--- config.mk ---
export PLATFORM = sky130hd
export DESIGN_NAME = nvram_autosave_sched
export DESIGN_NICKNAME = d
export VERILOG_FILES = /design/src/rtl/nvram_autosave_sched.sv
export SDC_FILE = /design/constraint.sdc
export NUM_CORES = 1
export LEC_CHECK = 0
export CAP_MARGIN = 30
export CORE_ASPECT_RATIO = 1.4
export CORE_MARGIN = 4
export CORE_UTILIZATION = 38
export CTS_BUF_LIST = sky130_fd_sc_hd__clkbuf_4
export CTS_CLUSTER_SIZE = 20
export DETAILED_ROUTE_END_ITERATION = 8
export GPL_TIMING_DRIVEN = 0
export RECOVER_POWER = 25
export SLEW_MARGIN = 25
export SYNTH_ARGS = -nofsm -noshare
export SYNTH_HDL_FRONTEND = slang
export SYNTH_SLANG_ARGS = --single-unit
export TNS_END_PERCENT = 50
--- constraint.sdc ---
create_clock -name clk -period 7.2 [get_ports clk]
set_input_delay 2.16 -clock clk [delete_from_list [all_inputs] [get_ports clk]]
set_output_delay 2.16 -clock clk [all_outputs]
set_load 0.05 [all_outputs]
--- src/rtl/nvram_autosave_sched.sv ---
// Autosave scheduler for the four NVRAM backup images.
// Each image becomes dirty on an SRAM write strobe. It becomes eligible for a
// save after a write-free idle period, or at once when the OSD asks for a save.
// One image at a time is handed to the backup engine as a single-cycle request.
// The scheduler then waits for the engine to go busy and to finish again.
module nvram_autosave_sched #(
    parameter logic [23:0] IDLE_CYCLES = 24'd3_000_000,
    parameter logic [15:0] ACK_TIMEOUT = 16'd4096
) (
    input  logic       clk,
    input  logic       reset_n,
    input  logic       enable,
    input  logic [3:0] img_mounted,
    input  logic       img_readonly,
    input  logic [3:0] sram_we,
    input  logic [3:0] manual_save,
    input  logic       save_busy,
    output logic [3:0] save_req,
    output logic [3:0] pending,
    output logic       error
);

    typedef enum logic [1:0] {
        ST_IDLE,
        ST_ISSUE,
        ST_WAIT_BUSY,
        ST_WAIT_DONE
    } state_e;

    // Scheduler state
    state_e           state_q;
    logic [1:0]       sel_q;
    logic [1:0]       rr_q;
    logic [15:0]      ack_cnt_q;
    logic [3:0]       save_req_q;
    logic             error_q;

    // Per-image tracking
    logic [3:0]       dirty_q, dirty_d;
    logic [3:0]       force_q, force_d;
    logic [3:0]       ro_q, ro_d;
    logic [3:0][23:0] timer_q, timer_d;

    // Arbitration
    logic [3:0]       elig;
    logic             pick_valid;
    logic [1:0]       pick_idx;
    logic             issue_go;
    logic             timeout_hit;

    // An image may be saved when it is writable and either forced by the OSD
    // or (with autosave on) dirty and idle for the full quiet period.
    always_comb begin
        for (int i = 0; i < 4; i++) begin
            elig[i] = ~ro_q[i] & (force_q[i] |
                      (enable & dirty_q[i] & (timer_q[i] == IDLE_CYCLES)));
        end
    end

    // Round-robin pick: scan upward from rr_q with wrap. The scan runs
    // backwards so the last match written is the first one in rr order.
    always_comb begin
        // NOTE: every output of a combinational block gets a default up front;
        // a path that leaves one unassigned would infer a latch.
        pick_valid = 1'b0;
        pick_idx   = rr_q;
        for (int k = 3; k >= 0; k--) begin
            if (elig[rr_q + 2'(k)]) begin
                pick_valid = 1'b1;
                pick_idx   = rr_q + 2'(k);
            end
        end
    end

    // A request is launched on the edge that leaves IDLE; the timeout fires on
    // the last waiting cycle of WAIT_BUSY if the engine never went busy.
    assign issue_go    = (state_q == ST_IDLE) && pick_valid;
    assign timeout_hit = (state_q == ST_WAIT_BUSY) && !save_busy &&
                         (ack_cnt_q == ACK_TIMEOUT - 16'd1);

    // Per-image next state: mount beats everything, a write beats the clear
    // done by an issue, and a timed-out image is marked dirty again.
    always_comb begin
        dirty_d = dirty_q;
        force_d = force_q;
        ro_d    = ro_q;
        timer_d = timer_q;
        for (int i = 0; i < 4; i++) begin
            if (img_mounted[i]) begin
                dirty_d[i] = 1'b0;
                timer_d[i] = '0;
                ro_d[i]    = img_readonly;
                force_d[i] = 1'b0;
            end else begin
                if (sram_we[i]) begin
                    dirty_d[i] = 1'b1;
                    timer_d[i] = '0;
                end else if (issue_go && (pick_idx == 2'(i))) begin
                    dirty_d[i] = 1'b0;
                    timer_d[i] = '0;
                end else if (timeout_hit && (sel_q == 2'(i)) && !dirty_q[i]) begin
                    dirty_d[i] = 1'b1;
                end else if (dirty_q[i] && (timer_q[i] < IDLE_CYCLES)) begin
                    timer_d[i] = timer_q[i] + 24'd1;
                end

                if (manual_save[i]) begin
                    force_d[i] = 1'b1;
                end else if (issue_go && (pick_idx == 2'(i))) begin
                    force_d[i] = 1'b0;
                end
            end
        end
    end

    // Per-image registers.
    always_ff @(posedge clk or negedge reset_n) begin
        // NOTE: the four idle timers are plain flops, not a RAM, so they are
        // reset with everything else and no image can start half-way idle.
        if (!reset_n) begin
            dirty_q <= '0;
            force_q <= '0;
            ro_q    <= '0;
            timer_q <= '0;
        end else begin
            dirty_q <= dirty_d;
            force_q <= force_d;
            ro_q    <= ro_d;
            timer_q <= timer_d;
        end
    end

    // Request sequencer with registered save_req and sticky error.
    always_ff @(posedge clk or negedge reset_n) begin
        // NOTE: state is updated with non-blocking assignments so every flop
        // samples the pre-edge values regardless of statement order.
        if (!reset_n) begin
            state_q    <= ST_IDLE;
            sel_q      <= '0;
            rr_q       <= '0;
            ack_cnt_q  <= '0;
            save_req_q <= '0;
            error_q    <= 1'b0;
        end else begin
            save_req_q <= '0;
            case (state_q)
                ST_IDLE: begin
                    if (pick_valid) begin
                        sel_q      <= pick_idx;
                        rr_q       <= pick_idx + 2'd1;
                        save_req_q <= 4'b0001 << pick_idx;
                        ack_cnt_q  <= '0;
                        state_q    <= ST_ISSUE;
                    end
                end
                ST_ISSUE: begin
                    ack_cnt_q <= ack_cnt_q + 16'd1;
                    state_q   <= ST_WAIT_BUSY;
                end
                ST_WAIT_BUSY: begin
                    if (save_busy) begin
                        state_q <= ST_WAIT_DONE;
                    end else if (timeout_hit) begin
                        error_q <= 1'b1;
                        state_q <= ST_IDLE;
                    end else begin
                        ack_cnt_q <= ack_cnt_q + 16'd1;
                    end
                end
                ST_WAIT_DONE: begin
                    if (!save_busy) begin
                        state_q <= ST_IDLE;
                    end
                end
                default: state_q <= ST_IDLE;
            endcase
        end
    end

    assign save_req = save_req_q;
    assign pending  = dirty_q;
    assign error    = error_q;

endmodule

# Yosys cells after proc, flatten, opt, wreduce, memory -nomap -nowiden
# Cells that the tools add are included.
# word_totals
regBits	135
input_bits	17
output_inout_bits	9
wordCells	207
# classes
addsub	9
magnitude_cmp	8
eq_ne	23
shift	1
muxes	75
n_bitwise	21
reduce_logical	48
# op_table
op	count
$mux W24	20
$add A24 B1 Y24 const B	4
$eq A24 B22 Y1 const B	4
$lt A24 B22 Y1 const B	4
$mux W16	3
$pmux W16 S3	1
$mux W1	36
$reduce_bool A4 Y1	8
$logic_and A1 B1 Y1	19
$add A16 B1 Y16 const B	1
$eq A16 B12 Y1 const B	1
$mux W2	8
$reduce_bool A3 Y1	5
$and A1 B1 Y1	12
$eq A2 B2 Y1 const B	6
$lt A2 B3 Y1 const B	4
$ne A4 B4 Y1 const B	3
$reduce_and A2 Y1	5
$bmux W1 S2	4
$mux W4	2
$ne A2 B2 Y1 const B	4
$pmux W2 S4	1
$eq A2 B1 Y1 const B	3
$logic_not A2 Y1	3
other kinds (10)	24

# Longest topological paths before layout
# Gate-level depths: netlist of the first run.
# logic_depth
depth_word	15
ltp_mapped	13
mapped_depth_nobuf	12

# Least setup slack after synthesis of the first run
# No wires, ideal clock.
# synth_timing
path_kind	in2reg
startpoint	input port enable
endpoint	register timer_q[45] (netlist bit)
setup_time_ns	0.119
arrival_ns	4.441
required_time_ns	7.081
slack_ns	2.639
stages	10
n_path_buf	1
path_cell_list	nor4bb_1 -> nand4b_1 -> o31ai_1 -> nand2_1 -> o311ai_0 -> or2_2 -> ha_1 -> a311o_4 -> buf_6 -> nor2_2
# synth_between
elab_chain_len	15
elab_cells_between_ends	41
classes_between	eq/ne (2); mux (19); bitwise (16); reduce/logical (4)
# synth_rtl
element	line_no	source
start: declaration	12	input logic enable,
$and A1 B1 Y1 (2 in a row)	56	(enable & dirty_q[i] & (timer_q[i] == IDLE_CYCLES)));
$or A1 B1 Y1	55	elig[i] = ~ro_q[i] & (force_q[i] |
$and A1 B1 Y1	55	
$bmux W1 S2	68	if (elig[rr_q + 2'(k)]) begin
$mux W1 (not written as such)	68	
$mux W2 / $mux W1 (equally long branches) (4 in a row)	68	
$eq A2 B1 Y1 / $logic_and A1 B1 Y1 (equally long branches)	98, 77	
$logic_and A1 B1 Y1 (*)	98	end else if (issue_go && (pick_idx == 2'(i))) begin
$mux W24	98	
$mux W24	95	if (sram_we[i]) begin
$mux W24	89	if (img_mounted[i]) begin
end signal: assignment	129	timer_q <= timer_d;
end: declaration	42	logic [3:0][23:0] timer_q, timer_d;
# Mark *: on every way between the ends. The rest lies on a longest branch, timed or not. The select of a mux whose other input is x is not followed.
# A chain may end at the register's enable or synchronous reset.

# Worst setup path after layout of the first run
# layout_timing
startpoint	input port enable
endpoint	register timer_q[80] (netlist bit)
# layout_between
elab_chain_len	15
elab_cells_between_ends	41
classes_between	eq/ne (2); mux (19); bitwise (16); reduce/logical (4)
# layout_rtl
element	line_no	source
$and A1 B1 Y1 (2 in a row)	56	
$or A1 B1 Y1	55	
$and A1 B1 Y1	55	
$bmux W1 S2	68	
$mux W1 (not written as such)	68	
$mux W2 (3 in a row)	68	
$mux W2 (*)	68	
net pick_idx[1]	47	logic [1:0] pick_idx;
$eq A2 B2 Y1 (*)	98	
$logic_and A1 B1 Y1 (*)	98	
$mux W24	98	
$mux W24	95	
$mux W24	89	
# Mark *: on every way through the listed nets, which the timed path passes. The rest lies on a longest branch. The select of a mux whose other input is x is not followed.

==> results of run 1 <==
metrics by stage:
step	power (W)	std cells	TNS, ns	worst slack (ns)
floorplan	0.00116	802	0	2.64
global placement	0.00132	1075	-229.14	-1.71
detailed placement	0.00132	1076	0	1.21
CTS	0.00185	1108	0	1.82
global route	0.00194	1111	0	1.57
finish	0.00182	1111	0	2.04
synthesized netlist by cell type (6+ instances only):
cell type    n  area (µm²)
nor3_1      24         120
and3_1       7        43.8
nor4_1       9        56.3
buf_6        6        67.6
nor3b_1     11        82.6
o211ai_1    30         225
a21oi_1     18        90.1
clkbuf_1     9        33.8
o31ai_1      6        45.0
nand3_1     35         175
o21ai_0      9        45.0
buf_2        7        35.0
nand2b_1     9        56.3
and4_1       8        70.1
a31oi_1      7        43.8
nor2_1     128         480
inv_1       62         233
o2111ai_1    6        52.6
dfrtp_1    135        3380
xnor2_1     54         473
ha_1        17         213
nor4bb_1     6        60.1
nor2_2      10        62.6
xor2_1      24         210
nand2_1     58         218
nand4_1     24         150
worst min-delay path by stage:
| stage | to | depth (start not counted) | slack, ns | from |
|---|---|---|---|---|
| 2_1_floorplan | timer_q[45]$_DFFE_PN0P_ | 2 | 0.47 | timer_q[45]$_DFFE_PN0P_ |
| 3_3_place_gp | error$_DFFE_PN0P_ | 1 | 0.46 | error$_DFFE_PN0P_ |
| 3_5_place_dp | error$_DFFE_PN0P_ | 1 | 0.46 | error$_DFFE_PN0P_ |
| 4_1_cts | error$_DFFE_PN0P_ | 1 | 0.50 | error$_DFFE_PN0P_ |
| 5_1_grt | error$_DFFE_PN0P_ | 1 | 0.52 | error$_DFFE_PN0P_ |
| 6_report | error$_DFFE_PN0P_ | 1 | 0.49 | error$_DFFE_PN0P_ |
worst register-to-register path, cell delays in order, from the launching register on:
cell	delay (ns)
dfrtp_1	0.46
inv_1	0.08
ha_1	0.13
nor4bb_1	0.34
nand4b_1	0.16
o31ai_1	0.45
clkbuf_2	0.25
nand2_1	0.08
o311ai_0	0.55
nor2_1	0.13
ha_1	0.23
nand2_1	0.16
o21ai_2	0.13
buf_2	0.23
nor2_1	0.12
sequential cells by signal, summed over array words and instances (netlist names):
| signal | cells |
|---|---|
| timer_q | 96 |
| ack_cnt_q | 16 |
| force_q | 4 |
| pending | 4 |
| ro_q | 4 |
| save_req | 4 |
| rr_q | 2 |
| sel_q | 2 |
| state_q | 2 |
| error | 1 |
logic make-up after synthesis:
logic type / Yosys count
fa+ha+maj: 17
flops: 135
compound gates: 120
xor+xnor: 78
buf+inv: 84
simple gates: 361
mux: 7
routing by layer:
metal	wire, µm	vias to the layer above	global-route usage
li1	-	2903	-
met2	7990	57	0.262
met1	7430	2783	0.195
met5	0	-	0
met3	404	12	0.0307
met4	211	0	0.0474
power by group:
| part | total [W] | switching [W] | internal, W |
|---|---|---|---|
| clock network | 0.000521 | 0.000286 | 0.000235 |
| logic | 0.000470 | 0.000304 | 0.000165 |
| registers | 0.000832 | 0.0000367 | 0.000796 |
cell type report:
type                            count  area [µm²]  share of cell area
Buffer                             22         136              0.0163
Sequential cell                   135        3380               0.403
Antenna cell                        1        2.50            0.000298
Inverter                           62         233              0.0278
Timing Repair Buffer               28         280              0.0334
Multi-Input combinational cell    583        3760               0.448
Tap cell                          248         310              0.0370
Clock buffer                       17         128              0.0152
Clock inverter                     15         160              0.0191
==> impl_results.md, run 1 <==
* R2R depth at 14
* Utilization after layout at 0.435
* #FFs+latches synth at 135
* DR iter-0 viols at 322
* Number of global-route vias before repair at 5803
* Max H-tree Level at 4
* Fin crit share at 0.717
* Seq/Total Area, Yosys at 0.451
* Post-synth EDFFs at 0
* Post-Syn Nets at 836
* Synth Instances at 802
* Worst Hold Class: reg2reg
* Rows at 60
* Crit path max fanout at 10
* Delay-heaviest family, CP: compound AO/OA/AOI/OAI gates
* Vias per cell at 5.18
* Largest family of logic cells by synthesized area: simple AND/OR/NAND/NOR gates
* Global-route wire length before repair at 28000 µm
* Post-CTS setup buffers at 0
* Final hold vios at 0
* Number of remaining DRC errors at 0
* Max Cap Viol at 1
* Gr usage total at 0.153
* FILL cells at 1890
* IO Count at 26
* Crit path buf inv count at 3
* Die H at 174 µm
* Simple-gate area share of the yosys netlist at 0.244
* Antenna-violating nets left at 0
* R2R Path End: timer_q[80]$_DFFE_PN0P_
* Final setup viols at 0
* CTS tree: yes
* Clock-pin slew on the worst setup and hold paths at 0.12 ns
* Critical path depth in cells at 13
* Final nets at 883
* Max-slew violation count at 64
* DPL Wire Length at 11500 µm
* Core ar. at 0.0193 mm²
* DIE AREA at 0.0220 mm²
* Failing checks: capacitance limit, slew limit
* DRT Pass-1 Iters at 6
* Synth Area in XOR/XNOR at 0.0913
* R2R Path Start: timer_q[0]$_DFFE_PN0P_
* Clock Skew at 0.0241 ns
* GPL Wtd Cong at 0.791
* Distinct cells, synth at 68
* Worst skew pair latency at 0.54 ns
* Critical path class: in2reg
* Mapped Area at 0.00748 mm²
* Post-synthesis compound-gate area fraction at 0.125
* Initial Util at 0.388
* Area after DPL at 0.00810 mm²
* Final Cell Area at 0.00838 mm²
* Drt total wl at 16000 µm
* Die width at 127 µm
* CTS resizes at 0
* Mux cell area share after synthesis at 0.0102
* Leak at 3.11 nW
* Status: complete, but fails checks
* Slowest stage delay, CP at 0.64 ns
* Worst setup endpoint: timer_q[80]$_DFFE_PN0P_
* Slew headroom at -1.38
* RSZ-0062 raised after global routing: no
* Number of hold buffers added after CTS at 0
* Commonest non-fill, non-tap cell in the layout: dfrtp_1
* Routed vias at 5755
* Peak VDD IR at 0.000134 V
* Most frequent cells in the layout: 135 x dfrtp_1, 128 x nor2_1, 62 x inv_1
* Worst-path cell chain: clkdlybuf4s50_1 > nor4bb_1 > nand4b_1 > o31ai_1 > clkbuf_2 > nand2_1 > o311ai_0 > nor2_1 > ha_1 > nand2_1 > o21ai_2 > buf_2 > nor2_1
* Clk sink count at 135
* Yosys warning total at 0
* Critical Path Start Type: input port
* Overflow left after global routing at 0
* Asr flop ratio synth at 1.00
* CP max stage cell: clkdlybuf4s50_1
* Port Buffer Count at 25
* Crit path launch: enable
* Highest Clock Rate at 194 MHz
* Layout cell share with drive strength beyond 1 at 0.0882
* Syn Area/Cell at 9.33 µm²
* Clock tree buffer depth at 2
* CP Capture Type: flop
* Initial antenna violation count at 1
* Root Buffer: clkbuf_4
* Layout area overhead at 12.0%
* Adder-Cell Fraction of Synth Area at 0.0284
* Inserted Clock Buffers at 17
* Power Density at 217 mW/mm²
* Worst Path Required at 7.66 ns
* Fin Hold WS at 0.493 ns
* Crit path time final at 5.16 ns
* Worst Tran Pin Value at 3.57 ns
* DR WL/cell at 14.4 µm
* Largest net degree at the start of global routing at 73
* Most used DFF post-synth: dfrtp_1
* Worst EP arrival at 5.62 ns
* Flop-to-flop setup slack at 3.63 ns
(Power assumes the default switching activity.)
==> inputs of run 2 (changes only) <==
Clock period 7.2 ns to 4.65 ns, I/O delays scaled along.
==> run 2 against run 1 <==
Compared with the run above: the run still ends with capacitance limit, slew limit left; wire length decreased by 0.16%; sequential cell count is the same; critical path depth unchanged; cell count is the same; worst setup slack worse by 1.7 ns; core utilization about the same; largest power group unchanged.
==> impl_results.md, run 2 (synthesized netlist as in run 1, its figures left out) <==
* Crit path time final at 4.30 ns
* Routed vias at 5749
* Slowest stage delay, CP at 0.64 ns
* Delay-heaviest family, CP: buffers and inverters
* Commonest non-fill, non-tap cell in the layout: dfrtp_1
* Crit path buf inv count at 3
* Status: complete, but fails checks
* Peak VDD IR at 0.000208 V
* Failing checks: capacitance limit, slew limit
* Inserted Clock Buffers at 17
* Global-route wire length before repair at 28000 µm
* Reg with most FFs: timer_q
* Number of remaining DRC errors at 0
* Vias per cell at 5.17
* Port Buffer Count at 25
* Most frequent cells in the layout: 135 x dfrtp_1, 128 x nor2_1, 62 x inv_1
* Clock tree buffer depth at 2
* Slew headroom at -1.04
* Fin crit share at 0.924
* Largest net degree at the start of global routing at 73
* Crit path max fanout at 10
* Layout area overhead at 12.1%
* Clock Skew at 0.0237 ns
* GPL Wtd Cong at 0.791
* Worst skew pair latency at 0.54 ns
* Root Buffer: clkbuf_4
* Final hold vios at 0
* Post-CTS setup buffers at 0
* Layout cell share with drive strength beyond 1 at 0.0882
* Critical Path Start Type: input port
* CTS tree: yes
* DR WL/cell at 14.4 µm
* DPL Wire Length at 11500 µm
* Worst EP arrival at 4.72 ns
* Worst-path cell chain: clkdlybuf4s50_1 > nor4bb_1 > nand4b_1 > o31ai_1 > clkbuf_2 > nand2_1 > a21boi_0 > o21ai_0 > ha_1 > nand2_1 > o21ai_2 > buf_2 > nor2_1
* Antenna-violating nets left at 0
* Utilization after layout at 0.435
* Number of global-route vias before repair at 5803
* DR iter-0 viols at 323
* Die width at 127 µm
* Critical path class: in2reg
* Final nets at 883
* CP Capture Type: flop
* DIE AREA at 0.0220 mm²
* Final Cell Area at 0.00839 mm²
* Power Density at 336 mW/mm²
* Final WS setup at 0.351 ns
* CP max stage cell: clkdlybuf4s50_1
* Initial antenna violation count at 1
* Place WS at -0.580 ns
* Worst Tran Pin Value at 3.06 ns
* RSZ-0062 raised after global routing: no
* DRT Pass-1 Iters at 7
* Rows at 60
* Worst Path Required at 5.07 ns
* Crit-path most repeated cell: nand2_1
* Max Cap Viol at 1
* Registers with the most flip-flops: timer_q: 96 flops, ack_cnt_q: 16 flops
* IO Count at 26
* Gr usage total at 0.153
* Core ar. at 0.0193 mm²
* Highest Clock Rate at 233 MHz
* Leak at 3.11 nW
* Overflow left after global routing at 0
* FILL cells at 1890
* Worst Hold Class: reg2reg
* Max-slew violation count at 64
* Final setup viols at 0
* Max H-tree Level at 4
* Max reg flops at 96
* Die H at 174 µm
* Clock-pin slew on the worst setup and hold paths at 0.12 ns
* Initial Util at 0.388
* Setup TNS at 0 ns
* Area after DPL at 0.00810 mm²
* Drt total wl at 16000 µm
* Clk sink count at 135
[run 2: layout make-up]
class                      instances  area [µm²]  area share
multi-input combinational        583        3760       0.448
sequential                       135        3380       0.403
tap                              248         310      0.0370
timing repair buffer              28         287      0.0341
inverter                          62         233      0.0277
clock inverter                    15         160      0.0191
buffer                            22         136      0.0163
clock buffer                      17         128      0.0152
antenna                            1        2.50    0.000298
[run 2: timing repair]
item,CTS,global route
hold buffers,0,0
endpoints found under the setup margin,0,6
endpoints found under the hold margin,0,0
resized for setup,0,1
[run 2: path summary, 6_finish.rpt]
kind                       slack (ns)  cells past startpoint                      end                     from
min reg2reg                      0.49                      1        error$_DFFE_PN0P_        error$_DFFE_PN0P_
min in group asynchronous        2.06                      1  timer_q[40]$_DFFE_PN0P_                  reset_n
min                              0.49                      1        error$_DFFE_PN0P_        error$_DFFE_PN0P_
max                              0.35                     13  timer_q[55]$_DFFE_PN0P_                   enable
max reg2reg                      1.11                     11   timer_q[4]$_DFFE_PN0P_  timer_q[47]$_DFFE_PN0P_
max in group asynchronous        0.84                      1  timer_q[70]$_DFFE_PN0P_                  reset_n
[run 2: metrics by stage]
step                power, W  instances  hold slack (ns)
global placement     0.00204       1075            0.462
floorplan            0.00180        802            0.471
global route         0.00300       1111            0.523
finish               0.00282       1111            0.492
detailed placement   0.00204       1076            0.461
CTS                  0.00286       1108            0.495
[run 2: where the power goes]
part	switching, W	internal, W
Sequential	0.0000568	0.00123
Clock	0.000441	0.000364
Combinational	0.000471	0.000257
[run 2: per-layer routing]
layer  global-route usage  up-vias  share of wire
met3               0.0307       10          0.024
li1                     -     2901              -
met4               0.0474        0          0.012
met5                    0        -              0
met2                0.262       62           0.50
met1                0.195     2776           0.46
==> inputs of run 3 (changes only) <==
Clock period 4.65 ns to 4.3 ns, I/O delays scaled along.
==> run 3 against run 2 <==
Compared with the run above: the flow still finishes with violations (capacitance limit, slew limit); die area is the same; worst hold slack worse by 0.0022 ns; critical path type unchanged; first-iteration DRC count up 2.8%; largest power group unchanged; critical path depth is 1 lower; cell area up 0.33%; wire length is 0.21% higher; global-route usage barely moved.
==> impl_results.md, run 3 (synthesized netlist as in run 1, its figures left out) <==
* Drt total wl at 16000 µm
* Clock-pin slew on the worst setup and hold paths at 0.12 ns
* Delay-heaviest family, CP: compound AO/OA/AOI/OAI gates
* Final setup viols at 0
* Max reg flops at 96
* Crit path buf inv count at 2
* CTS resizes at 1
* Vias per cell at 5.19
* Gr usage total at 0.154
* Initial antenna violation count at 1
* Clk sink count at 135
* Antenna-violating nets left at 0
* Die H at 174 µm
* Slowest stage delay, CP at 0.64 ns
* Met1 Use GR at 0.195
* DR iter-0 viols at 332
* Rows at 60
* DPL Wire Length at 11500 µm
* Grt met3 use at 0.0307
* Overflow left after global routing at 0
* Worst EP arrival at 4.50 ns
* Clock Skew at 0.0247 ns
* Registers with the most flip-flops: timer_q: 96 flops, ack_cnt_q: 16 flops
* DRT Pass-1 Iters at 7
* Root Buffer: clkbuf_4
* Largest net degree at the start of global routing at 73
* Routed vias at 5757
* Crit path time final at 4.07 ns
* Leak at 3.12 nW
* Fin crit share at 0.947
* Commonest non-fill, non-tap cell in the layout: dfrtp_1
* Max H-tree Level at 4
* CTS tree: yes
* Global-route wire length before repair at 28100 µm
* Layout area overhead at 12.5%
* RSZ-0062 raised after global routing: no
* Port Buffer Count at 25
* Max-slew violation count at 64
* Final nets at 882
* Total power at 0.00306 W
* Highest Clock Rate at 246 MHz
* Flop-to-flop setup slack at 0.84 ns
* Worst Tran Pin Value at 2.94 ns
* Power Density at 364 mW/mm²
* GRT Max-Usage Layer: met2
* Critical path class: in2reg
* Die width at 127 µm
* Critical Path Start Type: input port
* Final hold vios at 0
* Worst-path cell chain: clkdlybuf4s50_1 > nor4bb_1 > nand4b_1 > o31ai_4 > nand2_1 > a21boi_0 > o21ai_0 > ha_1 > nand2_1 > o21ai_2 > buf_2 > nor2_1
* DR WL/cell at 14.5 µm
* Slew headroom at -0.961
* Worst Hold Class: reg2reg
* DIE AREA at 0.0220 mm²
* IO Count at 26
* CP max stage cell: clkdlybuf4s50_1
* Clock tree buffer depth at 2
* Met2 GRT Util at 0.264
* Inserted Clock Buffers at 17
* Initial Util at 0.388
* Number of hold buffers added after CTS at 0
* Peak VDD IR at 0.000225 V
* Worst Path Required at 4.73 ns
* Crit path max fanout at 10
* Status: complete, but fails checks
* Crit-path most repeated cell: nand2_1
* Core ar. at 0.0193 mm²
* Worst skew pair latency at 0.54 ns
* Reg with most FFs: timer_q
* FILL cells at 1889
* Failing checks: capacitance limit, slew limit
* Setup TNS at 0 ns
* Number of global-route vias before repair at 5819
* Max Cap Viol at 1
* Layout cell share with drive strength beyond 1 at 0.0894
* Post-CTS setup buffers at 0
* Number of remaining DRC errors at 0
* Most frequent cells in the layout: 135 x dfrtp_1, 128 x nor2_1, 62 x inv_1
* CP Capture Type: flop
* GPL Wtd Cong at 0.791
==> run 3: cell types whose count changed in the layout (fill, tap and decap cells not counted) <==
cell,previous run,this run
a22oi_1,3,2
a22oi_2,0,1
clkbuf_2,1,0
clkdlybuf4s25_1,1,0
dlymetal6s4s_1,0,1
o31ai_1,6,5
o31ai_4,1,2
o32ai_2,1,0
o32ai_4,0,1
==> run 3: per-layer routing <==
layer / wire, µm / share of wire
met4: 218 / 0.014
met2: 7980 / 0.50
met5: 0 / 0
met1: 7420 / 0.46
met3: 427 / 0.027
==> run 3: final cells by class <==
cell class,count,area (µm²),share of cell area
clock inverters,15,160,0.0190
multi-input cells,583,3790,0.450
well taps,248,310,0.0369
inverters,62,233,0.0276
clock buffers,17,128,0.0152
flip-flops and latches,135,3380,0.401
plain buffers,22,136,0.0162
diodes,1,2.50,0.000297
repair buffers,27,284,0.0337
==> run 3: report_power, final <==
group	switching [W]	total (W)	internal, W
logic	0.000514	0.000794	0.000281
clock network	0.000480	0.000874	0.000394
registers	0.0000623	0.00139	0.00133
==> run 3: through the flow <==
step | hold slack [ns] | utilization | std cells | worst slack (ns) | area [µm²]
after detailed placement | 0.461 | 0.420 | 1076 | -0.825 | 8100
after global placement | 0.462 | 0.417 | 1075 | -3.74 | 8040
after CTS | 0.495 | 0.435 | 1108 | 0.0418 | 8390
after global routing | 0.523 | 0.436 | 1110 | 0.0458 | 8420
after floorplan | 0.471 | - | 802 | 0.609 | 7480
final | 0.490 | 0.436 | 1110 | 0.229 | 8420
==> run 3: worst paths after layout <==
kind / from / to / cells past startpoint
min: error$_DFFE_PN0P_ / error$_DFFE_PN0P_ / 1
min in group asynchronous: reset_n / timer_q[40]$_DFFE_PN0P_ / 1
max reg2reg: timer_q[47]$_DFFE_PN0P_ / timer_q[80]$_DFFE_PN0P_ / 12
max in group asynchronous: reset_n / timer_q[56]$_DFFE_PN0P_ / 1
max: enable / timer_q[55]$_DFFE_PN0P_ / 12
min reg2reg: error$_DFFE_PN0P_ / error$_DFFE_PN0P_ / 1
